--- src/rtl/regfile_mp.sv ---
// regfile_mp: parametrised multi-read-port integer register file with a
// per-register pending (scoreboard) bit for the pipelined Hubris core.
// Decode reserves destination registers, writeback writes data and clears
// pending, and flush drops every outstanding reservation.
// Optional feature macro: REGFILE_MP_WRITE_BYPASS_EN. When it is defined, a
// write is forwarded combinationally to any read port addressing the same
// register in the same cycle.
module regfile_mp #(
    parameter int XLEN     = 32,
    parameter int NREG     = 32,
    parameter int NRD      = 2,
    parameter int ZERO_REG = 1,
    localparam int AW      = $clog2(NREG)
) (
    input  logic                clk,
    input  logic                rst_n,
    input  logic [NRD*AW-1:0]   rd_addr,
    output logic [NRD*XLEN-1:0] rd_data,
    output logic [NRD-1:0]      rd_busy,
    input  logic                wr_en,
    input  logic [AW-1:0]       wr_addr,
    input  logic [XLEN-1:0]     wr_data,
    input  logic                rsv_en,
    input  logic [AW-1:0]       rsv_addr,
    input  logic                flush,
    output logic [AW:0]         busy_cnt
);

    // NREG can equal 2**AW, so the bound needs one extra bit.
    localparam logic [AW:0] NREG_L = NREG[AW:0];

    logic [XLEN-1:0] r_regs [NREG];
    logic [NREG-1:0] r_pend;
    logic [AW:0]     r_busyCnt;

    logic [NREG-1:0] w_pendNext;
    logic [AW:0]     w_cntNext;
    logic            w_wrOk;
    logic            w_rsvOk;
    logic [AW-1:0]   w_rdAddr [NRD];

    // An address is usable when it names an existing register that is not
    // the hardwired zero register.
    function automatic logic addrOk(input logic [AW-1:0] a);
        return ({1'b0, a} < NREG_L) && !((ZERO_REG != 0) && (a == '0));
    endfunction

    assign w_wrOk   = wr_en  && addrOk(wr_addr);
    assign w_rsvOk  = rsv_en && addrOk(rsv_addr);
    assign busy_cnt = r_busyCnt;

    // Next pending state: flush beats reserve, reserve beats write-clear.
    always_comb begin
        w_pendNext = r_pend;
        for (int i = 0; i < NREG; i++) begin
            if (flush)
                w_pendNext[i] = 1'b0;
            else if (w_rsvOk && (rsv_addr == AW'(i)))
                w_pendNext[i] = 1'b1;
            else if (w_wrOk && (wr_addr == AW'(i)))
                w_pendNext[i] = 1'b0;
        end
    end

    // Population count of the next pending vector, registered alongside it.
    always_comb begin
        w_cntNext = '0;
        for (int i = 0; i < NREG; i++)
            w_cntNext = w_cntNext + (AW+1)'(w_pendNext[i]);
    end

    // Split the packed read address bus into per-port addresses.
    always_comb begin
        for (int k = 0; k < NRD; k++)
            w_rdAddr[k] = rd_addr[k*AW +: AW];
    end

    // Combinational read ports; invalid or zero addresses read as idle zero.
    always_comb begin
        rd_data = '0;
        rd_busy = '0;
        for (int k = 0; k < NRD; k++) begin
            if (addrOk(w_rdAddr[k])) begin
`ifdef REGFILE_MP_WRITE_BYPASS_EN
                if (rst_n && w_wrOk && (w_rdAddr[k] == wr_addr)) begin
                    rd_data[k*XLEN +: XLEN] = wr_data;
                    rd_busy[k]              = w_pendNext[w_rdAddr[k]];
                end else begin
                    rd_data[k*XLEN +: XLEN] = r_regs[w_rdAddr[k]];
                    rd_busy[k]              = r_pend[w_rdAddr[k]];
                end
`else
                rd_data[k*XLEN +: XLEN] = r_regs[w_rdAddr[k]];
                rd_busy[k]              = r_pend[w_rdAddr[k]];
`endif
            end
        end
    end

    // Register storage; flush does not block the data write.
    always_ff @(posedge clk or negedge rst_n) begin
        if (!rst_n) begin
            for (int i = 0; i < NREG; i++)
                r_regs[i] <= '0;
        end else if (w_wrOk) begin
            r_regs[wr_addr] <= wr_data;
        end
    end

    // Pending bits and their registered count update on the same edge.
    always_ff @(posedge clk or negedge rst_n) begin
        if (!rst_n) begin
            r_pend    <= '0;
            r_busyCnt <= '0;
        end else begin
            r_pend    <= w_pendNext;
            r_busyCnt <= w_cntNext;
        end
    end

endmodule

--- config.mk ---
export PLATFORM = sky130hd
export DESIGN_NAME = regfile_mp
export DESIGN_NICKNAME = d
export VERILOG_FILES = /design/src/rtl/regfile_mp.sv
export SDC_FILE = /design/constraint.sdc
export NUM_CORES = 2
export LEC_CHECK = 0
export CAP_MARGIN = 20
export CORE_ASPECT_RATIO = 0.9
export CORE_UTILIZATION = 45
export DETAILED_ROUTE_END_ITERATION = 12
export SLEW_MARGIN = 20
export SYNTH_ARGS = -nofsm -noshare
export SYNTH_HDL_FRONTEND = slang
export SYNTH_SLANG_ARGS = --single-unit
--- constraint.sdc ---
create_clock -name clk -period 11.1 [get_ports clk]
set_clock_uncertainty 0.1 [all_clocks]
set_input_delay 1.665 -clock clk [delete_from_list [all_inputs] [get_ports clk]]
set_output_delay 1.665 -clock clk [all_outputs]
set_load 0.05 [all_outputs]
; Yosys cells after proc, flatten, opt, wreduce, memory -nomap -nowiden
; Index checks and enable logic that the tools add are counted.
[classes]
n_bitwise = 3
order_cmp = 6
n_mux = 113
eq_ne = 62
reduce_logical = 73
add_sub_neg = 31
[op_table]
columns = operator, count
row1 = bitwise mux 1024 bit, 1
row2 = binary-select mux 32 bit (select 5 bit), 2
row3 = two-way mux 32 bit, 7
row4 = demux 32 bit (select 5 bit), 1
row5 = == test 5 bit (second input constant), 32
row6 = adder 6 x 1 -> 6 bit, 26
row7 = two-way mux 1 bit, 100
row8 = == test 5 x 4 -> 1 bit (second input constant), 16
row9 = logical AND 1 bit, 67
row10 = == test 5 x 3 -> 1 bit (second input constant), 8
row11 = == test 5 x 2 -> 1 bit (second input constant), 4
row12 = zero test 5 bit, 4
row13 = greater-or-equal comparator 6 bit (second input constant), 3
row14 = inverter 5 -> 6 bit, 3
row15 = < comparator 5 x 6 -> 1 bit (second input constant), 2
row16 = binary-select mux 1 bit (select 5 bit), 2
row17 = == test 5 x 1 -> 1 bit (second input constant), 2
row18 = adder 5 x 1 -> 6 bit, 1
row19 = < comparator 6 x 1 -> 1 bit (second input constant), 1
row20 = adder 4 x 1 -> 5 bit, 1
row21 = adder 3 x 1 -> 4 bit, 1
row22 = adder 2 x 1 -> 3 bit, 1
row23 = adder 1 x 1 -> 2 bit, 1
row24 = zero test 1 bit, 2
[totals]
output_inout_bits = 72
input_bits = 57
register_bits = 1062
wordCells = 322

; Depth between registers and ports, before layout
[logic_depth]
word_depth = 38
mapped_depth = 22
depth_no_buf = 19

; Worst setup path after synthesis
; No wires, ideal clock.
[synth_timing]
kind = input port to flip-flop
startpoint = in wr_addr[2]
endpoint = reg r_busyCnt[4], in the netlist busy_cnt[4]
t_required_ps = 10877
setup_slack_ps = 4234
setup_time_ps = 123
cell_stages = 21
path_buffers = 2
arrival_time_ps = 6644
cell_sequence = buf_2 nor3b_2 nand2_1 buf_2 a22oi_1 nor2_1 fa_1 inv_1 fa_1 fa_1 fa_1 fa_1 fa_1 inv_1 ha_1 inv_1 fa_1 inv_1 a21o_1 a21oi_1 xnor2_1
[synth_via]
word_cells_on_any_way = 193
classes_between = add/sub: 31 / eq/ne: 31 / mux: 96 / reduce/logical: 35
[synth_rtl]
columns = element, line
row1 = start: declaration, 21  ; input logic [AW-1:0] wr_addr,
row2 = zero test 5 bit, 45  ; return ({1'b0, a} < NREG_L) && !((ZERO_REG != 0) && (a == '0));
row3 = zero test 1 bit, 45
row4 = logical AND 1 bit, 48  ; assign w_wrOk = wr_en && addrOk(wr_addr);
row5 = logical AND 1 bit *, 60  ; else if (w_wrOk && (wr_addr == AW'(i)))
row6 = two-way mux 1 bit *, 60
row7 = two-way mux 1 bit *, 58  ; else if (w_rsvOk && (rsv_addr == AW'(i)))
row8 = two-way mux 1 bit *, 56  ; if (flush)
row9 = via w_pendNext[7], 36  ; logic [NREG-1:0] w_pendNext;
row10 = adder 6 x 1 -> 6 bit * (25 in a row), 69  ; w_cntNext = w_cntNext + (AW+1)'(w_pendNext[i]);
row11 = via w_cntNext[4], 37  ; logic [AW:0] w_cntNext;
row12 = end signal: assignment, 117  ; r_busyCnt <= w_cntNext;
row13 = end: declaration, 34  ; logic [AW:0] r_busyCnt;
; Mark *: on every way through the listed nets, which the timed path passes. The rest lies on a longest branch.
; A chain may end at the register's enable or synchronous reset.

; Worst setup path in the final report
[layout_timing]
startpoint = in rd_addr[0]
endpoint = out rd_data[10]
[layout_via]
elab_chain_cells = 5
word_cells_on_any_way = 6
classes_between = mux: 4 / bitwise: 1 / reduce/logical: 1
[layout_rtl]
columns = element, line
row1 = start: declaration, 17  ; input logic [NRD*AW-1:0] rd_addr,
row2 = inverter 5 -> 6 bit (not written as such), 93  ; rd_data[k*XLEN +: XLEN] = r_regs[w_rdAddr[k]];
row3 = binary-select mux 32 bit (select 5 bit), 93
row4 = two-way mux 32 bit (not written as such) (2 in a row), 93
row5 = two-way mux 32 bit *, 83  ; if (addrOk(w_rdAddr[k])) begin
row6 = end: declaration, 18  ; output logic [NRD*XLEN-1:0] rd_data,
; Every way passes the cells marked *; elsewhere a longest branch is shown, timed or not. The select of a mux whose other input is x is not followed.

==> run summary <==
Setup repair after global routing left no endpoint under its margin. The worst-path maximum fanout came out at 37. Max-cap violations in this run came to 0. The floorplan step defined a die boundary enclosing 130000 µm². After clock tree synthesis, the clock-pin slew on the worst setup and hold paths is 60 ps. The remaining global-route overflow came out at 0. The critical path ends at rd_data[10]. The transition time at the pin with the least slew margin works out to 1230 ps. The run gives 6 as the number of antenna violations at the first check in global routing. The relative contribution of combinational cells to total power was 0.203; the final setup violation count was 0. The boundary pin count was 129; the y dimension of the die was 342 µm. The cell sitting at the root of the clock tree is a clkbuf_16. The worst setup path is captured at an output port. Measured in cells, the most critical reg-to-reg path has a length of 17. For the sequential share of power, the log shows 0.442. The initial detailed-routing violation count was 3258; the sum of internal, switching and leakage power was 11.5 mW. The first global-routing pass estimated 266000 µm of wire. The library cell with the highest instance count after synthesis is dfrtp_1. Detailed-routing iteration count for the pre-antenna-repair pass: 5. The most critical setup path has its startpoint at rd_addr[0]. The prevailing post-synth register cell is dfrtp_1. For the final net count, the log shows 3845.

The run gives 77700 µm as the routed length on met1. In this run the critical register-to-register path is captured at busy_cnt[4]$_DFF_PN0_. The number of flip-flops and latches in the synthesized netlist is 1062, and the total track usage is 0.279. The startpoint identified for the worst register-to-register timing path is r_pend[23]$_DFF_PN0_.

At the worst endpoint, the required time is 9340 ps. The internal power of the cells totals 8.35 mW. Entering global routing, the biggest net connects 167 pins. The async set-or-reset flop fraction in the synthesized netlist is 1.00.

Dividing total power by cell area gives a power density of 181 nW/µm². The sequential-to-total area share from yosys stat was 0.460. The cell count after synthesis came out at 3898. Number of H-tree levels: 3.

The logs give 3.17 mW for the net switching power and 124 for the total number of placement rows. The number of antenna-violating nets in the routed design was 0; the fraction of final layout cells sized beyond drive strength 1 was 0.479. For this block, the routed nets add up to 180000 µm of wire. The biggest area contributor in the post-synthesis netlist is dfrtp_1. Average vias per placed instance: 6.53.

The via count of the first global-routing pass was 37026; the fraction of power spent switching nets was 0.275. The run gives 3 as the maximum count of clock buffers along a single path. The normalized max-slew margin is 0.174, and the total number of vias is 36279.

The highest clock frequency the design can meet is 0.127 GHz. Counting I/O delays and the setup requirement, the final critical path takes 7880 ps. The source-to-sink clock delay at the later pin of the worst-skew pair is 730 ps, and the count of distinct cell types in the synthesized netlist is 50. The count of buffers added on input and output ports is 128. The number of clock buffers added by TritonCTS is 117. The filler cell count in the final layout is 10870. The portion of the clock cycle consumed by the worst path in the final layout is 0.710. The worst hold-check path type is flip-flop to flip-flop. The length of routed met2 wiring was 84700 µm; the leakage power of the design was 27.3 nW. After detailed routing, the number of remaining DRC violations is 0. Top layer used by detailed routing: met5. Summed over all failing endpoints, the final setup total negative slack is 0 ps. STA classifies the critical path startpoint as a primary input.

The count of clock tree sinks is 1062. The number of hold buffers added after CTS was 0. The run finished with clean final reports. TritonCTS built the clock tree. IR analysis of the VDD net gives a maximum drop of 0.134 mV. From left edge to right edge, the die measures 380 µm. The count of buffers added by post-CTS timing repair for setup is 0, and the internal reg-to-reg setup slack is 6000 ps. The number of slew-limit violations in the final report came out at 0. The tools report the yosys synthesis warning count as 0. The synthesis-to-finish area growth is 10.1%. Counting instances in the post-synthesis netlist gives the leading cell types as dfrtp_1 (1062), mux2_2 (1048), mux4_2 (462). The share of the synthesized area in the top cell type is 0.460.

The critical path is of the primary input to output port type. Yosys attributes the largest share of cell area to dfrtp_1 (46%), mux2_2 (20%), mux4_2 (18%). The logs give 0 for the count of final hold-check violations and 3986 for the net count of the mapped netlist. The core region is 127000 µm². Counting flops with a built-in enable in the synthesized netlist gives 0. Summed over all nets, the half-perimeter wirelength after detailed placement is 96000 µm. Summing every instance area after synthesis gives 57700 µm². The tools report the weighted congestion at the end of routability-driven global placement as 0.804. The portion of total power attributed to the clock network was 0.355; the routed wirelength normalized by instance count was 32.5 µm. The synthesized area divided by synthesized cell count works out to 14.8 µm².

Data on the critical path arrives at its endpoint at 6120 ps. Detailed routing placed a total of 12400 µm of wire on met3. The number of gates resized after CTS was 0. Initial core utilization: 0.454.
cell usage in the layout, fill, tap and decap left out, types with 22 or more instances in the layout:
cell type | netlist | final
o21ai_1 | 22 | 22
nor2b_1 | 76 | 72
fa_1 | 24 | 24
a211oi_1 | 66 | 66
dfrtp_1 | 1062 | 1062
clkdlybuf4s50_1 | 0 | 102
a22oi_1 | 75 | 75
buf_4 | 94 | 59
a21oi_1 | 22 | 22
inv_1 | 28 | 26
mux4_2 | 462 | 462
clkbuf_1 | 196 | 33
nand2_1 | 75 | 63
mux2i_1 | 132 | 132
o21ai_0 | 94 | 94
a221oi_1 | 46 | 46
clkbuf_16 | 0 | 120
mux2_2 | 1048 | 1048
clkbuf_8 | 0 | 31
a311oi_1 | 66 | 66
routing by layer:
layer / global-route usage / vias to the layer above
li1: - / 14734
met1: 0.395 / 19872
met2: 0.439 / 1355
met3: 0.0523 / 312
met4: 0.0857 / 6
met5: 0 / -
worst min path at each step:
stage,to,depth (start not counted),start,slack [ps]
after floorplan,r_regs[1000]$_DFFE_PN0P_,1,r_regs[1000]$_DFFE_PN0P_,340
after global placement,r_regs[997]$_DFFE_PN0P_,0,r_regs[997]$_DFFE_PN0P_,280
after detailed placement,r_regs[1020]$_DFFE_PN0P_,0,r_regs[1020]$_DFFE_PN0P_,280
after CTS,r_regs[1020]$_DFFE_PN0P_,0,r_regs[1020]$_DFFE_PN0P_,300
after global routing,r_regs[992]$_DFFE_PN0P_,0,r_regs[992]$_DFFE_PN0P_,310
final,r_regs[1014]$_DFFE_PN0P_,0,r_regs[1014]$_DFFE_PN0P_,290
per-stage QoR:
step / std cells / instance area, µm² / util / hold slack [ps] / worst slack, ps
after floorplan: 3898 / 57700 / - / 341 / 4230
final: 5557 / 63500 / 0.500 / 295 / 3220
after global routing: 5555 / 63500 / 0.500 / 308 / 2970
after global placement: 5339 / 59600 / 0.469 / 279 / 2600
after CTS: 5555 / 63600 / 0.500 / 297 / 3240
after detailed placement: 5339 / 59600 / 0.469 / 284 / 2520
sequential cells by signal (all words and copies together), names as in the netlist:
signal and count:
r_regs 1024, r_pend 32, busy_cnt 6
final cells by class:
type,instances,area [µm²],area share
Sequential cell,1062,26600,0.418
Clock inverter,32,464,0.00731
Antenna cell,2,5.00,0.0000788
Tap cell,1701,2130,0.0335
Inverter,28,110,0.00173
Clock buffer,184,3550,0.0559
Multi-Input combinational cell,2354,28900,0.455
Timing Repair Buffer,194,1800,0.0283
cells by family after synthesis:
group,after synthesis,share of synthesized area
muxes,1652,0.410
DFF,1062,0.460
buffers and inverters,482,0.0432
AOI/OAI and AO/OA,429,0.0529
and+or+nand+nor,239,0.0237
adders and majority gates,31,0.00984
xor gates and xnor gates,3,0.000455
critical path, stage by stage:
cell and delay [ps]:
buf_6 520, buf_4 870, nor2_4 260, buf_4 390, nand2_1 120, o2111ai_1 120, a311oi_1 1080, clkdlybuf4s50_1 990
power groups by stage:
stage | combinational, mW | sequential [mW] | clock (mW)
finish | 2.34 | 5.09 | 4.08
global route | 2.49 | 5.18 | 4.31
CTS | 2.35 | 5.07 | 4.15
detailed placement | 2.35 | 5.14 | 0
global placement | 2.31 | 5.10 | 0
floorplan | 1.81 | 4.97 | 0
No activity file was read; power rests on OpenSTA's default activity.
